File: src/rtl/uart_rx_os.sv
// uart_rx_os: oversampling 8N1 UART receiver with start-glitch rejection,
// framing-error detection and a valid/ack output handshake with overrun flag.
// Optional even-parity bit between data and stop: define UART_RX_PARITY_EN.
//
// state  | meaning
// IDLE   | line idle, waiting for a low sample on a tick
// START  | timing to the middle of the start bit, re-checking it is still low
// DATA   | sampling 8 data bits at their midpoints, LSB first
// PARITY | sampling the even-parity bit (UART_RX_PARITY_EN only)
// STOP   | sampling the stop bit, delivering the byte if the frame is clean
// BREAK  | stop bit was low; waiting for the line to return high
module uart_rx_os #(
  parameter int clk_freq  = 1000000,
  parameter int baud_rate = 9600,
  parameter int os_rate   = 16
) (
  input  logic       clk,
  input  logic       rst,
  input  logic       rx,
  input  logic       rx_ack,
  output logic [7:0] rx_data,
  output logic       rx_valid,
  output logic       busy,
  output logic       frame_err,
  output logic       overrun,
  output logic       par_err
);

  localparam int DIV = clk_freq / (baud_rate * os_rate);
  localparam int TW  = (DIV > 1) ? $clog2(DIV) : 1;
  localparam int OW  = $clog2(os_rate);

  localparam logic [TW-1:0] DIV_M1  = TW'((DIV > 0) ? DIV - 1 : 0);
  localparam logic [OW-1:0] OS_M1   = OW'(os_rate - 1);
  localparam logic [OW-1:0] OS_HALF = OW'(os_rate / 2 - 1);

  generate
    if (DIV < 1) begin : g_div_err
      $error("uart_rx_os: clk_freq/(baud_rate*os_rate) must be at least 1");
    end
    if ((os_rate < 8) || (os_rate % 2 != 0)) begin : g_os_err
      $error("uart_rx_os: os_rate must be even and at least 8");
    end
  endgenerate

  typedef enum logic [2:0] {
    S_IDLE, S_START, S_DATA, S_PARITY, S_STOP, S_BREAK
  } state_t;

  state_t          state_q;
  logic [TW-1:0]   tick_cnt_q;
  logic            tick;
  logic            rx_meta_q;
  logic            rx_s_q;
  logic [OW-1:0]   os_cnt_q;
  logic [2:0]      bit_cnt_q;
  logic [7:0]      shift_q;
  logic [7:0]      rx_data_q;
  logic            rx_valid_q;
  logic            frame_err_q;
  logic            overrun_q;
`ifdef UART_RX_PARITY_EN
  logic            par_ok_q;
  logic            par_err_q;
`endif

  assign tick = (tick_cnt_q == DIV_M1);

  // Free-running oversample tick divider.
  always_ff @(posedge clk or posedge rst) begin
    if (rst) begin
      tick_cnt_q <= '0;
    end else if (tick) begin
      tick_cnt_q <= '0;
    end else begin
      tick_cnt_q <= tick_cnt_q + 1'b1;
    end
  end

  // Two-flop synchronizer; reset to the idle (high) line level.
  always_ff @(posedge clk or posedge rst) begin
    if (rst) begin
      rx_meta_q <= 1'b1;
      rx_s_q    <= 1'b1;
    end else begin
      rx_meta_q <= rx;
      rx_s_q    <= rx_meta_q;
    end
  end

  // Frame FSM with registered outputs; delivery overrides a same-cycle ack.
  always_ff @(posedge clk or posedge rst) begin
    if (rst) begin
      state_q     <= S_IDLE;
      os_cnt_q    <= '0;
      bit_cnt_q   <= '0;
      shift_q     <= '0;
      rx_data_q   <= '0;
      rx_valid_q  <= 1'b0;
      frame_err_q <= 1'b0;
      overrun_q   <= 1'b0;
`ifdef UART_RX_PARITY_EN
      par_ok_q    <= 1'b1;
      par_err_q   <= 1'b0;
`endif
    end else begin
      frame_err_q <= 1'b0;
`ifdef UART_RX_PARITY_EN
      par_err_q   <= 1'b0;
`endif
      if (rx_ack && rx_valid_q) begin
        rx_valid_q <= 1'b0;
        overrun_q  <= 1'b0;
      end
      if (tick) begin
        case (state_q)
          S_IDLE: begin
            if (!rx_s_q) begin
              state_q  <= S_START;
              os_cnt_q <= '0;
            end
          end
          S_START: begin
            if (os_cnt_q == OS_HALF) begin
              if (!rx_s_q) begin
                state_q   <= S_DATA;
                os_cnt_q  <= '0;
                bit_cnt_q <= '0;
              end else begin
                state_q <= S_IDLE;
              end
            end else begin
              os_cnt_q <= os_cnt_q + 1'b1;
            end
          end
          S_DATA: begin
            if (os_cnt_q == OS_M1) begin
              shift_q   <= {rx_s_q, shift_q[7:1]};
              bit_cnt_q <= bit_cnt_q + 1'b1;
              os_cnt_q  <= '0;
              if (bit_cnt_q == 3'd7) begin
`ifdef UART_RX_PARITY_EN
                state_q <= S_PARITY;
`else
                state_q <= S_STOP;
`endif
              end
            end else begin
              os_cnt_q <= os_cnt_q + 1'b1;
            end
          end
`ifdef UART_RX_PARITY_EN
          S_PARITY: begin
            if (os_cnt_q == OS_M1) begin
              os_cnt_q <= '0;
              state_q  <= S_STOP;
              if (^{shift_q, rx_s_q}) begin
                par_ok_q  <= 1'b0;
                par_err_q <= 1'b1;
              end else begin
                par_ok_q <= 1'b1;
              end
            end else begin
              os_cnt_q <= os_cnt_q + 1'b1;
            end
          end
`endif
          S_STOP: begin
            if (os_cnt_q == OS_M1) begin
              os_cnt_q <= '0;
              if (rx_s_q) begin
                state_q <= S_IDLE;
`ifdef UART_RX_PARITY_EN
                if (par_ok_q) begin
`else
                begin
`endif
                  if (!rx_valid_q || rx_ack) begin
                    rx_data_q  <= shift_q;
                    rx_valid_q <= 1'b1;
                    overrun_q  <= 1'b0;
                  end else begin
                    overrun_q <= 1'b1;
                  end
                end
              end else begin
                frame_err_q <= 1'b1;
                state_q     <= S_BREAK;
              end
            end else begin
              os_cnt_q <= os_cnt_q + 1'b1;
            end
          end
          S_BREAK: begin
            if (rx_s_q) begin
              state_q <= S_IDLE;
            end
          end
          default: state_q <= S_IDLE;
        endcase
      end
    end
  end

  assign rx_data   = rx_data_q;
  assign rx_valid  = rx_valid_q;
  assign busy      = (state_q != S_IDLE);
  assign frame_err = frame_err_q;
  assign overrun   = overrun_q;
`ifdef UART_RX_PARITY_EN
  assign par_err   = par_err_q;
`else
  assign par_err   = 1'b0;
`endif

endmodule

File: config.mk
export PLATFORM = sky130hd
export DESIGN_NAME = uart_rx_os
export DESIGN_NICKNAME = d
export VERILOG_FILES = /design/src/rtl/uart_rx_os.sv
export SDC_FILE = /design/constraint.sdc
export NUM_CORES = 1
export LEC_CHECK = 0
export ABC_AREA = 1
export CAP_MARGIN = 20
export CORE_MARGIN = 3
export CORE_UTILIZATION = 40
export CTS_CLUSTER_SIZE = 25
export DETAILED_ROUTE_END_ITERATION = 8
export DONT_BUFFER_PORTS = 1
export GPL_TIMING_DRIVEN = 0
export SLEW_MARGIN = 15
export SYNTH_ARGS = -nofsm -noshare
export SYNTH_HDL_FRONTEND = slang
export SYNTH_SLANG_ARGS = --single-unit
File: constraint.sdc
create_clock -name clk -period 1.8 [get_ports clk]
set_input_delay 0.09 -clock clk [delete_from_list [all_inputs] [get_ports clk]]
set_output_delay 0.09 -clock clk [all_outputs]
set_load 0.02 [all_outputs]
Yosys cells after proc, flatten, opt, wreduce, memory -nomap -nowiden:

Cells that the tools add are included.

* register bits: 34
* input bits: 4
* output and inout bits: 13
* word-level logic and storage cells: 76

* add/sub/neg operators: 3
* equal/unequal tests: 15
* muxes and demuxes: 34
* reduce and logical (&&, ||, !) cells: 13

Operator list (count)
* 3-bit 2-to-1 mux: 11
* 1-bit 2-to-1 mux: 16
* 3-bit case mux with 5 select lines: 1
* 2-bit != test (second input constant): 7
* 3-bit == test (second input constant): 4
* 4-bit 2-to-1 mux: 3
* 4-bit case mux with 3 select lines: 1
* 5-bit AND reduction: 2
* 7-bit AND reduction: 1
* 3-bit by 1-bit adder with 3-bit output (second input constant): 2
* 3-bit case mux with 2 select lines: 1
* 3-bit nonzero test: 2
* 4-bit by 1-bit adder with 4-bit output (second input constant): 1
* 4-bit by 3-bit == test with 1-bit output (second input constant): 1
* 4-bit == test (second input constant): 1
* 3-bit by 1-bit == test with 1-bit output (second input constant): 1
* 3-bit by 2-bit == test with 1-bit output (second input constant): 1
* 3-bit zero test: 1
* 3-bit AND reduction: 1
* 2-bit 2-to-1 mux: 1
* 2-bit AND reduction: 1
* 2-bit nonzero test: 1
* 2-bit OR reduction: 1
* 1-bit logical AND: 1
* 2 further kinds: 2

Logic depth before layout (Yosys ltp):

* depth in word-level cells: 7
* depth in mapped cells: 9
* depth with buffers taken out: 9

Worst setup path before layout:

No wires, ideal clock.

* path type: register -> register
* start point: register os_cnt_q[0]
* end point: register rx_data_q[1] (netlist: rx_data[1])
* library setup time: 0.118 ns
* arrival: 1.275 ns
* data required time: 1.682 ns
* slack: 0.407 ns
* stages on the path, launching flop included: 8
* clock period less this slack: 1.393 ns
* cells stage by stage: dfrtp_1 ha_1 nand3_4 nor2_4 nand4_4 buf_6 nand2_2 o21ai_2

* longest elaborated chain between the ends: 2

Ends and longest elaborated chain
* start, declared: line 55 `logic [OW-1:0] os_cnt_q;`
* start signal, assigned: line 133 `os_cnt_q <= os_cnt_q + 1'b1;`
* start signal, assigned: line 149 `os_cnt_q <= os_cnt_q + 1'b1;`
* start signal, assigned: line 191 `os_cnt_q <= os_cnt_q + 1'b1;`
* 4-bit == test: line 169 `if (os_cnt_q == OS_M1) begin`
* 5-bit AND reduction (no source line)
* end signal, assigned: line 179 `rx_data_q <= shift_q;`
* end, declared: line 58 `logic [7:0] rx_data_q;`

Every way passes these cells.
A chain may end at the register's enable or synchronous reset.

Worst setup path after layout:

* start point: register os_cnt_q[0]
* end point: register rx_data_q[7] (netlist: rx_data[7])

Same word-level chain as after synthesis.

==> impl_metrics.csv <==
group,metric,value,unit
pwr,p_leak,1.02,nW
synthesis,ys_seq_area_share,49.0,%
synthesis,synth_area,1740,µm²
final_layout,fin_util,48.2,%
hold_path,worstHoldPathType,"input pin to flop",
sta,finalMaxSlewViolations,0,
synthesis,synthMostInstantiatedCell,"nand2_1",
detailed_routing,drcViolationCount,0,
outcome,status,"complete, no violations",
global_route,gr-total-overflow,0,
detailed_routing,wirelength,3050,µm
global_route,first_global_vias,1210,
worst_setup_path,r2r_slack,0.27,ns
synthesis,synthCells,203,
worst_setup_path,cp-start-kind,"flop",
sta,hold_slack,0.0375,ns
worst_setup_path,crit_end,"rx_data[7]",
synthesis,syn-num-nets,210,
placed_design,place_ws,0.248,ns
synthesis,ys_ff_latch,34,
clocking,clock_latency,0.28,ns
clocking,htreeDepth,2,
sta,skew,0.0111,ns
synthesis,synth-main-ff-cell,"dfrtp_1",
final_layout,n_antenna_cell,0,
run,cap_violations,0,
global_route,grt_start_max_net_pins,35,
worst_setup_path,reg2reg_depth,7,
placed_design,placed_cell_area,1800,µm²
synthesis,ys_warn_count,0,
sta,finalCritPeriodShare,84.9,%
final_layout,syn2layout_area_growth,13.2,%
die,fp.dieH,72.0,µm
synthesis,synth-edff-count,0,
synthesis,avgSynthCellArea,8.57,µm²
sta,relSlewSlack,52.7,%
clocking,cts_resized,0,
sta,worst_slew_pin_slew,0.709,ns
synthesis,synthTopCellsByArea,"dfrtp_1 46%, nand2_1 14%, o21ai_2 7.0%",
worst_setup_path,reg2reg_to,"rx_data[7]",
die,dieArea,5180,µm²
final_layout,layout.nets,220,
detailed_routing,wl_per_cell,11.5,µm
clocking,cts_setup_buffers,0,
worst_setup_path,cp_data_arrival_time,1.70,ns
die,start_util,42.6,%
final_layout,final_cells,264,
worst_setup_path,startpoint,"os_cnt_q[0]",
hold_path,hp-start,"rx_ack",
sta,fin_ws,0.271,ns
clocking,clkSlewWorstSetupHoldPaths,0.08,ns
pwr,finalPower,2.35,mW
worst_setup_path,r2r_start,"os_cnt_q[0]",
worst_setup_path,endpoint_kind,"flop",
clocking,cts_root_buffer,"clkbuf_8",
pwr,vdd_ir_drop_max,0.512,mV
clocking,cts_inserted_buffers,5,
die,pin_count,17,
synthesis,synthDominantCellAreaShare,46.0,%
detailed_routing,firstDrtPassIters,4,
synthesis,synth_area_leader_cell,"dfrtp_1",
die,coreArea,4090,µm²
detailed_routing,ant_nets,0,
global_route,antenna_found_initial,0,
worst_setup_path,setup.worst_path.class,"flop to flop",
worst_setup_path,crit_required,1.97,ns
clocking,tritoncts,"built",
placed_design,dp_cells,253,
sta,fin_tns_setup,0,ns
synthesis,synth.distinct_cells,26,
pwr,powerDensity,1190,nW/µm²
global_route,track_usage,13.4,%
sta,hold_viol,0,
placed_design,hpwl,2190,µm
sta,setup_viol,0,
worst_setup_path,worst-path-max-fanout,10,
global_route,grt_first_pass_wirelength,5470,µm
die,rows,23,
clocking,cts_hold_buf,3,
sta,fmax,654,MHz
placed_design,port_buffers,0,
clocking,cts_sinks,34,
synthesis,synthArstFlopShare,100,%
placed_design,place_congestion,0.816,
sta,grt_setup_unrepaired,"false",
die,die_x,72.0,µm
final_layout,fin_area,1970,µm²
final_layout,fillers,397,
detailed_routing,vias,1253,
clocking,cts.path.max_buffers,2,
sta,min_period,1.53,ns
detailed_routing,viasPerCell,4.75,
final_layout,drive_above_1_share,20.1,%
synthesis,synth_common_cells,"66 x nand2_1, 32 x dfrtp_1, 29 x inv_1, 14 x nand3_1, 14 x o21ai_2",
detailed_routing,dr.first_iter.drc_count,50,
[per-layer routing]
metal  global-route usage (%)  wire length (µm)  vias up
li1                         -                 -      655
met3                     2.91                78        2
met1                     19.0              1550      583
met4                     5.64                23        0
met2                     19.9              1390       13
met5                        0                 0        -
[flip-flops by register name (all words and copies together), names as in the netlist]
signal      flops
rx_valid        1
rx_meta_q       1
frame_err       1
os_cnt_q        4
bit_cnt_q       3
rx_data         8
tick_cnt_q      3
shift_q         8
state_q         3
overrun         1
rx_s_q          1
[critical path: stages, from the launching register on]
cell,delay (ns)
dfrtp_1,0.38
ha_1,0.26
nand3_4,0.14
nor2_4,0.18
nand4_4,0.15
buf_6,0.19
nand2_2,0.06
o21ai_2,0.05
[cells in the final DEF, fill, tap and decap left out]
master	synthesis	final
inv_1	29	28
xor2_1	1	1
ha_1	3	3
nand2_2	4	4
nor3_1	2	2
nand2_1	66	66
dlygate4sd3_1	0	3
nand3b_1	2	2
nand3_1	14	14
nand3_2	1	1
a21oi_2	1	1
nor2_1	8	8
a21oi_1	1	1
o21ai_2	14	14
clkbuf_8	0	5
buf_6	2	2
inv_2	2	3
buf_4	1	1
clkinv_4	0	1
nand3_4	1	1
nand4_1	5	5
dfstp_2	2	2
nor2_2	1	1
nor2_4	4	4
bufinv_16	0	2
dfrtp_1	32	32
o21ai_1	1	1
o21ai_0	4	4
nand4_4	1	1
conb_1	1	1
[cell families (layout without fill, tap and decap cells)]
kind of cell             Yosys count  after routing  synth area share (%)
adder cells (fa/ha/maj)            3              3                  2.16
AND/OR/NAND/NOR                  109            109                  30.4
other                              1              1                 0.215
flip-flops                        34             34                  49.0
buffers and inverters             34             45                  8.41
XOR/XNOR                           1              1                 0.503
AO/OA/AOI/OAI                     21             21                  9.27
[power by group]
group | leakage [nW] | internal, mW | switching [mW] | total, mW
Clock | 0.0683 | 0.555 | 0.287 | 0.842
Combinational | 0.492 | 0.178 | 0.410 | 0.588
Sequential | 0.458 | 0.834 | 0.0898 | 0.924
Total | 1.02 | 1.57 | 0.787 | 2.35
[layout make-up]
| class | count | area (µm²) | area share [%] |
|---|---|---|---|
| plain buffers | 3 | 30.0 | 1.52 |
| well taps | 50 | 62.6 | 3.17 |
| clock buffers | 5 | 68.8 | 3.49 |
| repair buffers | 3 | 30.0 | 1.52 |
| multi-input cells | 135 | 741 | 37.6 |
| flip-flops and latches | 34 | 853 | 43.3 |
| inverters | 31 | 116 | 5.90 |
| clock inverters | 3 | 68.8 | 3.49 |
[worst min-delay path by stage]
stage	end	slack (ns)	cells after the start
after floorplan	rx_meta_q	0.09	0
after global placement	rx_meta_q	0.09	0
after detailed placement	rx_meta_q	0.09	0
after CTS	rx_valid	0.03	3
after global routing	rx_valid	0.07	3
final	rx_valid	0.04	3
Power figures use the tool's default switching activity.
